[src/rtl/regfile_wport_arb.sv]
// Register-file write-port arbiter with a 32-entry pending-write scoreboard.
// Optional same-cycle forwarding of the granted write is enabled by `define REGFILE_ARB_FWD_EN.
module regfile_wport_arb #(
    parameter int NREQ          = 3,
    parameter bit RR_EN_DEFAULT = 1'b1
) (
    input  logic                 clk,
    input  logic                 reset,
    input  logic [NREQ-1:0]      req_valid,
    input  logic [5*NREQ-1:0]    req_addr,
    input  logic [32*NREQ-1:0]   req_data,
    output logic [NREQ-1:0]      req_ready,
    input  logic                 rsv_valid,
    input  logic [4:0]           rsv_addr,
    input  logic [4:0]           qa_addr,
    input  logic [4:0]           qb_addr,
    output logic                 qa_busy,
    output logic                 qb_busy,
    output logic                 rf_we,
    output logic [4:0]           rf_waddr,
    output logic [31:0]          rf_wdata,
    output logic                 sb_empty
`ifdef REGFILE_ARB_FWD_EN
    ,
    output logic                 qa_fwd,
    output logic                 qb_fwd,
    output logic [31:0]          qa_fdata,
    output logic [31:0]          qb_fdata
`endif
);

    localparam int              PW      = (NREQ > 1) ? $clog2(NREQ) : 1;
    localparam logic [PW:0]     NREQ_W  = (PW+1)'(NREQ);
    localparam logic [NREQ-1:0] ONE_HOT = {{(NREQ-1){1'b0}}, 1'b1};

    logic [PW-1:0] rr_ptr_r;
    logic [PW-1:0] rr_ptr_nxt_s;
    logic [PW-1:0] gnt_idx_s;
    logic          gnt_any_s;
    logic          gnt_wr_s;
    logic [4:0]    gnt_addr_s;
    logic [31:0]   gnt_data_s;
    logic [31:0]   pending_r;
    logic [31:0]   pending_nxt_s;
    logic [31:0]   clr_mask_s;
    logic [31:0]   set_mask_s;
    logic [PW:0]   ptr_inc_s;

    // Winner search: walk requesters from the rotating pointer (or from 0) and keep the first valid one.
    always_comb begin : grant_search
        logic [PW:0] cand;
        logic        hit;
        gnt_any_s = 1'b0;
        gnt_idx_s = {PW{1'b0}};
        cand      = {(PW+1){1'b0}};
        hit       = 1'b0;
        for (int k = 0; k < NREQ; k++) begin
            cand      = RR_EN_DEFAULT ? ({1'b0, rr_ptr_r} + (PW+1)'(k)) : (PW+1)'(k);
            cand      = (cand >= NREQ_W) ? (cand - NREQ_W) : cand;
            hit       = !gnt_any_s && req_valid[cand[PW-1:0]];
            gnt_idx_s = hit ? cand[PW-1:0] : gnt_idx_s;
            gnt_any_s = gnt_any_s | hit;
        end
    end

    assign gnt_addr_s = req_addr[5*int'(gnt_idx_s) +: 5];
    assign gnt_data_s = req_data[32*int'(gnt_idx_s) +: 32];
    assign req_ready  = gnt_any_s ? (ONE_HOT << gnt_idx_s) : {NREQ{1'b0}};
    // Writes to r0 complete the handshake but never reach the regfile.
    assign gnt_wr_s   = gnt_any_s && (gnt_addr_s != 5'd0);

    // Next-state for pointer and scoreboard; set is applied after clear so a same-edge reserve wins.
    always_comb begin
        ptr_inc_s     = {1'b0, gnt_idx_s} + {{PW{1'b0}}, 1'b1};
        rr_ptr_nxt_s  = rr_ptr_r;
        clr_mask_s    = 32'd0;
        set_mask_s    = 32'd0;
        if (gnt_any_s) begin
            rr_ptr_nxt_s = (ptr_inc_s == NREQ_W) ? {PW{1'b0}} : ptr_inc_s[PW-1:0];
            clr_mask_s   = 32'd1 << gnt_addr_s;
        end else begin
            rr_ptr_nxt_s = rr_ptr_r;
            clr_mask_s   = 32'd0;
        end
        if (rsv_valid) begin
            set_mask_s = 32'd1 << rsv_addr;
        end else begin
            set_mask_s = 32'd0;
        end
        pending_nxt_s = ((pending_r & ~clr_mask_s) | set_mask_s) & 32'hFFFF_FFFE;
    end

    // Arbitration pointer and pending-write scoreboard.
    always_ff @(posedge clk or posedge reset) begin
        if (reset) begin
            rr_ptr_r  <= {PW{1'b0}};
            pending_r <= 32'd0;
        end else begin
            rr_ptr_r  <= rr_ptr_nxt_s;
            pending_r <= pending_nxt_s;
        end
    end

    // Registered regfile write port; address/data hold their last written value between pulses.
    always_ff @(posedge clk or posedge reset) begin
        if (reset) begin
            rf_we    <= 1'b0;
            rf_waddr <= 5'd0;
            rf_wdata <= 32'd0;
        end else begin
            rf_we <= gnt_wr_s;
            if (gnt_wr_s) begin
                rf_waddr <= gnt_addr_s;
                rf_wdata <= gnt_data_s;
            end else begin
                rf_waddr <= rf_waddr;
                rf_wdata <= rf_wdata;
            end
        end
    end

    assign sb_empty = (pending_r == 32'd0);

`ifdef REGFILE_ARB_FWD_EN
    logic hit_a_s;
    logic hit_b_s;

    // A write granted this cycle to the queried register is forwarded instead of reported busy.
    always_comb begin
        hit_a_s  = gnt_any_s && (qa_addr != 5'd0) && (gnt_addr_s == qa_addr);
        hit_b_s  = gnt_any_s && (qb_addr != 5'd0) && (gnt_addr_s == qb_addr);
        qa_fwd   = hit_a_s;
        qb_fwd   = hit_b_s;
        qa_fdata = hit_a_s ? gnt_data_s : 32'd0;
        qb_fdata = hit_b_s ? gnt_data_s : 32'd0;
        qa_busy  = pending_r[qa_addr] && !hit_a_s;
        qb_busy  = pending_r[qb_addr] && !hit_b_s;
    end
`else
    assign qa_busy = pending_r[qa_addr];
    assign qb_busy = pending_r[qb_addr];
`endif

endmodule

[config.mk]
export PLATFORM = sky130hd
export DESIGN_NAME = regfile_wport_arb
export DESIGN_NICKNAME = d
export VERILOG_FILES = /design/src/rtl/regfile_wport_arb.sv
export SDC_FILE = /design/constraint.sdc
export NUM_CORES = 1
export LEC_CHECK = 0
export CAP_MARGIN = 30
export CORE_AREA = 4 4 131 133
export CTS_CLUSTER_DIAMETER = 80
export DETAILED_ROUTE_END_ITERATION = 8
export DIE_AREA = 0 0 135 137
export SLEW_MARGIN = 20
export SYNTH_ARGS = -nofsm -noshare
export SYNTH_HDL_FRONTEND = slang
export SYNTH_SLANG_ARGS = --single-unit
[constraint.sdc]
create_clock -name clk -period 6.1 [get_ports clk]
set_input_delay 1.22 -clock clk [delete_from_list [all_inputs] [get_ports clk]]
set_output_delay 1.22 -clock clk [all_outputs]
set_load 0.1 [all_outputs]
# Yosys cells after proc, flatten, opt, wreduce, memory -nomap -nowiden
# Cells that the tools add are included.
[totals]
register_bits = 71
in_bits = 132
out_inout_bits = 44
word_cells = 58
[classes]
addsub = 6
n_mul = 1
order_cmp = 8
n_eq_ne = 1
n_shift = 5
mux = 20
bitwise = 5
n_reduce_logical = 7
[op_table]
columns = ["op", "n"]
rows = [
  ["variable part select 96 x 8 -> 32 bit", 1],
  ["two-way mux 32 bit", 2],
  ["<< shifter 1 x 5 -> 32 bit, first input constant", 2],
  ["AND 32 bit", 1],
  ["logical NOT 32 bit", 1],
  ["inverter 32 bit", 1],
  ["OR 32 bit", 1],
  ["variable part select 15 x 6 -> 5 bit", 1],
  ["two-way mux 2 bit", 7],
  ["< comparator 5 x 6 -> 1 bit, second input constant", 2],
  ["binary-select mux 1 bit (select 5 bit)", 2],
  ["< comparator 2 x 3 -> 1 bit, second input constant", 3],
  ["adder 2 x 1 -> 3 bit, second input constant", 2],
  ["binary-select mux 1 bit (select 2 bit)", 3],
  ["greater-or-equal comparator 3 x 2 -> 1 bit, second input constant", 2],
  ["subtractor 2 bit, second input constant", 3],
  ["multiplier 3 x 2 -> 5 bit, first input constant", 1],
  ["two-way mux 1 bit", 5],
  ["nonzero test 5 bit", 1],
  ["adder 2 x 2 -> 3 bit, second input constant", 1],
  ["== test 3 x 2 -> 1 bit, second input constant", 1],
  ["logical AND 1 bit", 3],
  ["two-way mux 3 bit", 1],
  ["<< shifter 1 x 2 -> 3 bit, first input constant", 1],
  ["3 further kinds", 5],
]

# Depth between registers and ports, before layout
# Gate-level depths: netlist (run 1).
[logic_depth]
word_depth = 17
mapped_depth = 13
depth_no_buf = 10

# Worst setup path before layout (run 1)
# No wires, ideal clock.
[synth_timing]
kind = "input-to-output"
from = "input port req_valid[2]"
to = "output port req_ready[0]"
arrival_time_ns = 4.925
required_time_ns = 4.880
setup_slack_ns = -0.045
path_stages = 7
n_path_buf = 1
cell_sequence = "mux2i_1 > a2bb2oi_1 > o311ai_1 > nand2_1 > inv_2 > clkbuf_1 > nor3_1"
[synth_via]
elab_chain_cells = 10
word_cells_on_any_way = 17
classes_between = "shift (1); mux (10); bitwise (2); reduce/logical (4)"
[synth_lines]
columns = ["element", "line_no", "rtl"]
rows = [
  ["from (decl)", "9", "input logic [NREQ-1:0] req_valid,"],
  ["binary-select mux 1 bit (select 2 bit)", "60", "hit = !gnt_any_s && req_valid[cand[PW-1:0]];"],
  ["two-way mux 1 bit (not written as such)", "60", ""],
  ["logical NOT 1 bit", "60", ""],
  ["logical AND 1 bit", "60", ""],
  ["OR 1 bit", "62", "gnt_any_s = gnt_any_s | hit;"],
  ["logical NOT 1 bit", "60", ""],
  ["logical AND 1 bit", "60", ""],
  ["two-way mux 2 bit", "61", "gnt_idx_s = hit ? cand[PW-1:0] : gnt_idx_s;"],
  ["<< shifter 1 x 2 -> 3 bit", "68", "assign req_ready = gnt_any_s ? (ONE_HOT << gnt_idx_s) : {NREQ{1'b0}};"],
  ["two-way mux 3 bit *", "68", ""],
  ["to (decl)", "12", "output logic [NREQ-1:0] req_ready,"],
]
# Every way passes the cells marked *; elsewhere a longest branch is shown, timed or not. The select of a mux whose other input is x is not followed.

# Final worst setup path (run 1)
[layout_timing]
from = "input port qa_addr[0]"
to = "output port qa_busy"
[layout_via]
elab_chain_cells = 2
[layout_lines]
columns = ["element", "line_no", "rtl"]
rows = [
  ["from (decl)", "15", "input logic [4:0] qa_addr,"],
  ["binary-select mux 1 bit (select 5 bit)", "140", "assign qa_busy = pending_r[qa_addr];"],
  ["two-way mux 1 bit (not written as such)", "140", ""],
  ["to (decl)", "17", "output logic qa_busy,"],
]
# No other way between the ends. The select of a mux whose other input is x is not followed.

==> flow_metrics.py, run 1 <==
metrics = {
    "routing": {
        "wl_mm": 16.1,
        "postRouteAntennaNets": 0,
        "vias": 4803,
        "wl_per_cell_um": 17.6,
        "drc": 0,
        "first_pass_iters": 5,
        "drt_iter0_markers": 300,
        "drt-vias-per-instance": 5.25,
    },
    "cts": {
        "clock-root-buffer": "clkbuf_16",
        "cts_tree": "yes",
        "holdBufCountCts": 0,
        "cts_resized": 0,
        "clkSlewWorstSetupHoldPaths_ns": 0.05,
        "clock_sinks": 71,
        "insertion_delay_ns": 0.33,
        "cts_buffers": 9,
        "htree_levels": 3,
        "cts_max_path_buffers": 2,
        "post_cts_buffers": 0,
    },
    "synthesis": {
        "ys_async_sr_fraction": 1.00,
        "avgSynthCellArea_um2": 9.28,
        "synth_compound_area_frac": 0.209,
        "ys.warnings.count": 0,
        "synth_cells": 530,
        "seq_area_frac_synth": 0.361,
        "synth_edf_count": 0,
        "synth_top_area_cell": "dfrtp_1",
        "synth_xor_area_frac": 0,
        "synth_top_cell_area_share": 0.361,
        "netlist_area_mm2": 0.00492,
        "synth_common_cells": "105 x nand2_1, 71 x dfrtp_1, 45 x nor2_1",
        "synth-seq-cells": 71,
        "yosysUniqueCellTypes": 58,
        "synth_top_family_by_area": "compound AO/OA/AOI/OAI gates",
        "syn_nets": 666,
        "synth_adder_area_share": 0.0102,
        "yosys-mux-area-fraction": 0.187,
        "synth_ff_type": "dfrtp_1",
        "synth.most_common_cell": "nand2_1",
        "synth_area_leaders": "dfrtp_1 36%, mux4_2 8.2%, nand2_1 8.0%",
        "synth_simple_gate_area_frac": 0.189,
    },
    "critical_path": {
        "required_ns": 4.88,
        "start_kind": "primary input",
        "r2r_start": "rr_ptr_r[0]",
        "crit_start": "qa_addr[0]",
        "cp-endpoint": "qa_busy",
        "crit_arrival_ns": 3.57,
        "worst_r2r_path_depth": 9,
        "end_kind": "output pin",
        "r2r_slack_ns": 2.56,
        "timing.rr.end": "rf_wdata[2]",
        "crit_fanout": 9,
        "path_class": "in -> out",
    },
    "die": {
        "design.die.area_mm2": 0.0185,
        "initial_utilization": 0.311,
        "core_mm2": 0.0158,
        "die_x_um": 135,
        "rows": 46,
        "die_h_um": 137,
        "pin_count": 176,
    },
    "sta": {
        "fin_worst_skew_ns": 0.00992,
        "worstMarginPinSlew_ns": 1.04,
        "rsz0062_at_grt": "false",
        "period_minus_slack_ns": 4.79,
        "setup-violations-final": 0,
        "hold_viol_final": 0,
        "max_freq_mhz": 209,
        "slew-limit-headroom": 0.307,
        "timing.final.crit_share": 0.785,
        "tns_ns": 0,
        "maxSlewViolCount": 0,
    },
    "cells_and_area": {
        "area_growth_pct": 47.8,
        "n_antenna_cell": 0,
        "final.fill_count": 1475,
        "layout-drive-gt1-share": 0.142,
        "finalNetCount": 829,
    },
    "grt": {
        "grt_pass1_vias": 4797,
        "grt_pass1_wl_mm": 25.2,
        "antenna_found_initial": 0,
        "grt_start_max_net_pins": 73,
        "track_usage": 0.171,
        "overflow": 0,
    },
    "placed_design": {
        "hpwlAfterDp_mm": 12.3,
        "place.gp.congestion": 0.870,
        "io_buffers": 175,
    },
    "job": {
        "max_cap_viol_count": 0,
    },
    "run_status": {
        "run_status": "finished clean",
    },
    "worst_hold_path": {
        "hold_class": "reg -> reg",
    },
}
## per-layer routing
metal  part of all wire  GRT usage  up-vias
met5                  0          0        -
met4              0.013     0.0510        0
met3              0.094     0.0559       16
met2               0.48      0.278      219
met1               0.42      0.219     2257
li1                   -          -     2311
## per-stage QoR
stage / setup slack (ns) / std cells / utilization / instance area [um2] / hold WS (ns)
global placement: 1.31 / 892 / 0.432 / 6830 / 0.474
detailed placement: 1.28 / 896 / 0.439 / 6940 / 0.479
CTS: 1.26 / 912 / 0.456 / 7220 / 0.499
floorplan: 0.814 / 530 / - / 4920 / 0.501
global route: 1.15 / 914 / 0.459 / 7270 / 0.517
finish: 1.31 / 914 / 0.459 / 7270 / 0.492
## cell type report
cell class	count	area, um2	area share
tap	216	270	0.0372
inverter	12	45.0	0.00620
timing repair buffer	187	1940	0.267
clock inverter	3	17.5	0.00241
multi-input combinational	412	2960	0.407
sequential	71	1780	0.244
clock buffer	13	260	0.0358
## cells in the final DEF, fill, tap and decap left out, drive strengths merged, types with 3 or more instances in the layout
cell	n
ha	4
nand2	105
a311oi	5
mux2	36
a31o	5
nand3b	3
o21ai	24
o41ai	20
clkdlybuf4s50	170
nand2b	5
buf	17
nor2	45
nor2b	10
a31oi	33
o31ai	15
dfrtp	71
mux2i	3
nor4	9
nand4	3
nor3	6
or2	3
nor3b	3
mux4	18
or3	4
o22ai	3
a21oi	14
o2bb2ai	6
nand3	10
clkbuf	13
inv	12
## cell families after synthesis
logic type | count (synthesis)
buffers and inverters | 47
AO/OA/AOI/OAI | 142
AND/OR/NAND/NOR | 209
flip-flops | 71
adder cells (fa/ha/maj) | 4
multiplexers | 57
## worst max-delay path: stages
cell and delay, ns:
clkdlybuf4s50_1 0.80, mux4_2 0.57, mux4_2 0.47, mux2_2 0.28, buf_4 0.23
## registers in the layout (all words and copies together), names as in the netlist
signal and flops:
rf_we 1, rf_waddr 5, rf_wdata 32, pending_r 31
rr_ptr_r 2
## worst min path at each step
stage                  start             to  slack [ns]  cells after the start
3_3_place_gp     rf_waddr[3]    rf_waddr[3]        0.47                      1
6_report         rf_waddr[1]    rf_waddr[1]        0.49                      1
5_1_grt          rf_waddr[2]    rf_waddr[2]        0.52                      1
3_5_place_dp     rf_waddr[1]    rf_waddr[1]        0.48                      1
2_1_floorplan  pending_r[15]  pending_r[15]        0.50                      2
4_1_cts         rf_wdata[10]   rf_wdata[10]        0.50                      1
Power of run 1 is left out: the tool's default activity adds up to more than one toggle a clock period on the data nets, which glitch-free logic cannot reach.
==> run 2, diff against run 1 <==
- clock period: 6.1 -> 4.9 ns (I/O delays scaled with it)
==> flow_metrics.py, run 2 (same netlist as run 1, synthesis figures left out) <==
metrics = {
    "run_status": {
        "run_status": "finished clean",
    },
    "sta": {
        "worstMarginPinSlew_ns": 1.05,
        "tns_ns": 0,
        "max_freq_mhz": 233,
        "slew-limit-headroom": 0.298,
        "hold_viol_final": 0,
        "setup-violations-final": 0,
        "maxSlewViolCount": 0,
        "rsz0062_at_grt": "false",
        "fin_worst_skew_ns": 0.00809,
        "period_minus_slack_ns": 4.29,
        "timing.final.crit_share": 0.876,
    },
    "cts": {
        "insertion_delay_ns": 0.33,
        "post_cts_buffers": 0,
        "cts_tree": "yes",
        "clock_sinks": 71,
        "cts_buffers": 9,
        "clock-root-buffer": "clkbuf_16",
        "cts_max_path_buffers": 2,
        "clkSlewWorstSetupHoldPaths_ns": 0.06,
        "htree_levels": 3,
        "cts_resized": 0,
        "holdBufCountCts": 0,
    },
    "grt": {
        "grt_use_met1": 0.223,
        "grt_use_met3": 0.0485,
        "top_usage_layer": "met2",
        "antenna_found_initial": 0,
        "overflow": 0,
        "grt_use_met2": 0.290,
        "grt_pass1_vias": 5040,
        "track_usage": 0.176,
        "grt_pass1_wl_mm": 26.0,
        "grt_start_max_net_pins": 73,
    },
    "cells_and_area": {
        "n_antenna_cell": 0,
        "layout_common_cells": "170 x clkdlybuf4s50_1, 104 x nand2_1, 71 x dfrtp_1",
        "reg.largest.list": "rf_wdata x32, pending_r x31, rf_waddr x5",
        "top_register": "rf_wdata",
        "final_common_cell": "clkdlybuf4s50_1",
        "final.fill_count": 1474,
        "seqCellArea_mm2": 0.00178,
        "area_growth_pct": 48.8,
        "layout-drive-gt1-share": 0.145,
        "multi_input_area_mm2": 0.00296,
        "finalNetCount": 829,
        "largest_reg_flops": 32,
    },
    "job": {
        "max_cap_viol_count": 0,
    },
    "critical_path": {
        "crit_fanout": 9,
        "end_kind": "output pin",
        "required_ns": 3.92,
        "start_kind": "primary input",
        "path_class": "in -> out",
        "crit_arrival_ns": 3.31,
    },
    "die": {
        "core_mm2": 0.0158,
        "die_h_um": 137,
        "pin_count": 176,
        "design.die.area_mm2": 0.0185,
        "rows": 46,
        "die_x_um": 135,
        "initial_utilization": 0.311,
    },
    "placed_design": {
        "place.gp.congestion": 0.830,
        "io_buffers": 175,
        "hpwlAfterDp_mm": 12.6,
    },
    "routing": {
        "drc": 0,
        "postRouteAntennaNets": 0,
        "vias": 4904,
        "drt-vias-per-instance": 5.37,
        "wl_per_cell_um": 17.8,
        "first_pass_iters": 6,
        "drt_iter0_markers": 395,
        "wl_mm": 16.2,
    },
    "worst_hold_path": {
        "hold_class": "reg -> reg",
    },
}
## run 2: through the flow
stage	area, um2	hold slack (ns)	instances	utilization	setup WS [ns]
after floorplan	4920	0.501	530	-	0.0940
after global placement	6880	0.476	893	0.435	0.621
after detailed placement	6990	0.484	897	0.442	0.562
after CTS	7290	0.499	913	0.460	0.560
after global routing	7310	0.512	914	0.462	0.475
final	7310	0.488	914	0.462	0.606
## run 2: final cells by class
type                    count  share of cell area
repair buffers            187               0.269
clock buffers               9              0.0308
flip-flops and latches     71               0.243
multi-input cells         412               0.404
clock inverters             7              0.0101
well taps                 216              0.0369
inverters                  12             0.00616
## run 2: final timing paths
path / from / endpoint / slack [ns] / cells after the start
worst max register to register: rr_ptr_r[0] / rf_wdata[2] / 1.38 / 9
max in group asynchronous: reset / rf_waddr[1] / 2.84 / 3
worst min register to register: rf_waddr[1] / rf_waddr[1] / 0.49 / 1
worst max-delay path: qa_addr[0] / qa_busy / 0.61 / 5
min in group asynchronous: reset / rf_wdata[29] / 1.10 / 2
worst min-delay path: rf_waddr[1] / rf_waddr[1] / 0.49 / 1
## run 2: critical path, stage by stage
cell,delay (ns)
clkdlybuf4s50_1,0.81
mux4_2,0.57
mux4_2,0.47
mux2_2,0.30
buf_12,0.17
## run 2: per-layer routing
metal / vias to the layer above / wire [um]
met5: - / 0
met4: 0 / 269
li1: 2315 / -
met1: 2353 / 6830
met3: 24 / 1330
met2: 212 / 7800
Power of run 2 is left out for the same reason.
==> run 3, diff against run 2 <==
- GPL_TIMING_DRIVEN: not set -> 0
==> flow_metrics.py, run 3 (same netlist as run 1, synthesis figures left out) <==
metrics = {
    "grt": {
        "antenna_found_initial": 0,
        "overflow": 0,
        "grt_pass1_vias": 5379,
        "grt_pass1_wl_mm": 27.9,
        "track_usage": 0.190,
        "grt_start_max_net_pins": 38,
    },
    "die": {
        "initial_utilization": 0.311,
        "die_x_um": 135,
        "rows": 46,
        "pin_count": 176,
        "core_mm2": 0.0158,
        "design.die.area_mm2": 0.0185,
        "die_h_um": 137,
    },
    "critical_path": {
        "path_class": "in -> out",
        "end_kind": "output pin",
        "required_ns": 3.92,
        "crit_slowest_cell": "clkdlybuf4s50_1",
        "crit_fanout": 9,
        "crit_start": "qb_addr[0]",
        "path_common_cell": "mux4_2",
        "crit_arrival_ns": 3.76,
        "start_kind": "primary input",
        "crit_buf_inv": 2,
        "cp_top_family": "buffers and inverters",
        "r2r_start": "rr_ptr_r[0]",
        "crit_chain": "clkbuf_1 > mux4_2 > mux4_2 > mux2_2 > clkdlybuf4s50_1",
        "cpPeakStageDelay_ns": 0.97,
    },
    "routing": {
        "wl_per_cell_um": 18.6,
        "drc": 0,
        "first_pass_iters": 5,
        "drt_iter0_markers": 281,
        "drt-vias-per-instance": 5.37,
        "postRouteAntennaNets": 0,
        "wl_mm": 17.5,
        "vias": 5037,
    },
    "cts": {
        "htree_levels": 3,
        "cts_buffers": 9,
        "clkSlewWorstSetupHoldPaths_ns": 0.06,
        "cts_max_path_buffers": 2,
        "cts_tree": "yes",
        "post_cts_buffers": 0,
        "clock-root-buffer": "clkbuf_16",
        "insertion_delay_ns": 0.33,
        "clock_sinks": 71,
    },
    "cells_and_area": {
        "final_cells": 938,
        "area_growth_pct": 49.5,
        "n_antenna_cell": 0,
        "layout_common_cells": "169 x clkdlybuf4s50_1, 105 x nand2_1, 71 x dfrtp_1",
        "top_register": "rf_wdata",
        "layout-drive-gt1-share": 0.134,
        "finalNetCount": 853,
        "reg.largest.list": "rf_wdata x32, pending_r x31, rf_waddr x5",
        "largest_reg_flops": 32,
        "final_common_cell": "clkdlybuf4s50_1",
    },
    "placed_design": {
        "place.gp.congestion": 0.947,
        "hpwlAfterDp_mm": 13.9,
        "dp.cells": 924,
        "io_buffers": 171,
    },
    "worst_hold_path": {
        "holdCritStartpoint": "rf_wdata[9]",
        "hold_class": "reg -> reg",
    },
    "sta": {
        "period_minus_slack_ns": 4.74,
        "slew-limit-headroom": 0.307,
        "timing.final.crit_share": 0.968,
        "rsz0062_at_grt": "false",
        "fin_worst_skew_ns": 0.00688,
        "worstMarginPinSlew_ns": 1.04,
        "hold_viol_final": 0,
        "maxSlewViolCount": 0,
        "setup-violations-final": 0,
        "max_freq_mhz": 211,
    },
    "job": {
        "max_cap_viol_count": 0,
    },
    "run_status": {
        "run_status": "finished clean",
    },
}
==> run 3: changes by cell type in the layout (fill, tap and decap cells not counted), moves of 2 or more <==
cell / delta
buf_6: +3
buf_12: -2
buf_2: +5
buf_4: -7
clkinv_4: -2
clkbuf_1: +25
==> run 3: final cells by class <==
class / count / area (um2)
plain buffers: 33 / 158
clock inverters: 6 / 61.3
clock buffers: 10 / 229
fillers: 1494 / 8480
flip-flops and latches: 71 / 1780
repair buffers: 178 / 1870
well taps: 216 / 270
multi-input cells: 412 / 2930
inverters: 12 / 47.5
==> run 3: per-layer routing <==
metal | track usage | part of all wire | up-vias
met5 | 0 | 0 | -
met1 | 0.236 | 0.40 | 2399
met4 | 0.0605 | 0.018 | 0
met2 | 0.320 | 0.49 | 239
li1 | - | - | 2368
met3 | 0.0544 | 0.089 | 31
==> run 3: final timing paths <==
kind | to | slack (ns) | depth (start not counted)
worst max-delay path | qb_busy | 0.16 | 5
worst min-delay path | rf_wdata[9] | 0.49 | 1
worst max register to register | rf_wdata[0] | 1.15 | 11
worst min register to register | rf_wdata[9] | 0.49 | 1
max in group asynchronous | pending_r[7] | 3.32 | 3
min in group asynchronous | rf_wdata[3] | 1.03 | 2
==> run 3: per-stage QoR <==
stage          hold slack [ns]  TNS [ns]  setup WS (ns)  instance area (um2)   util
3_3_place_gp             0.479     -1.15         -0.704                 6900  0.436
4_1_cts                  0.496         0         0.0826                 7360  0.465
5_1_grt                  0.505         0        0.00983                 7350  0.464
2_1_floorplan            0.501         0         0.0940                 4920      -
3_5_place_dp             0.481     -1.23         -0.730                 7070  0.447
6_report                 0.492         0          0.155                 7350  0.464
==> run 3: repair_timing <==
action / CTS / global route
hold buffers: 0 / 0
setup endpoints to repair: 2 / 2
hold endpoints to repair: 0 / 0
resized for setup: 6 / 2
Power of run 3 is left out for the same reason.
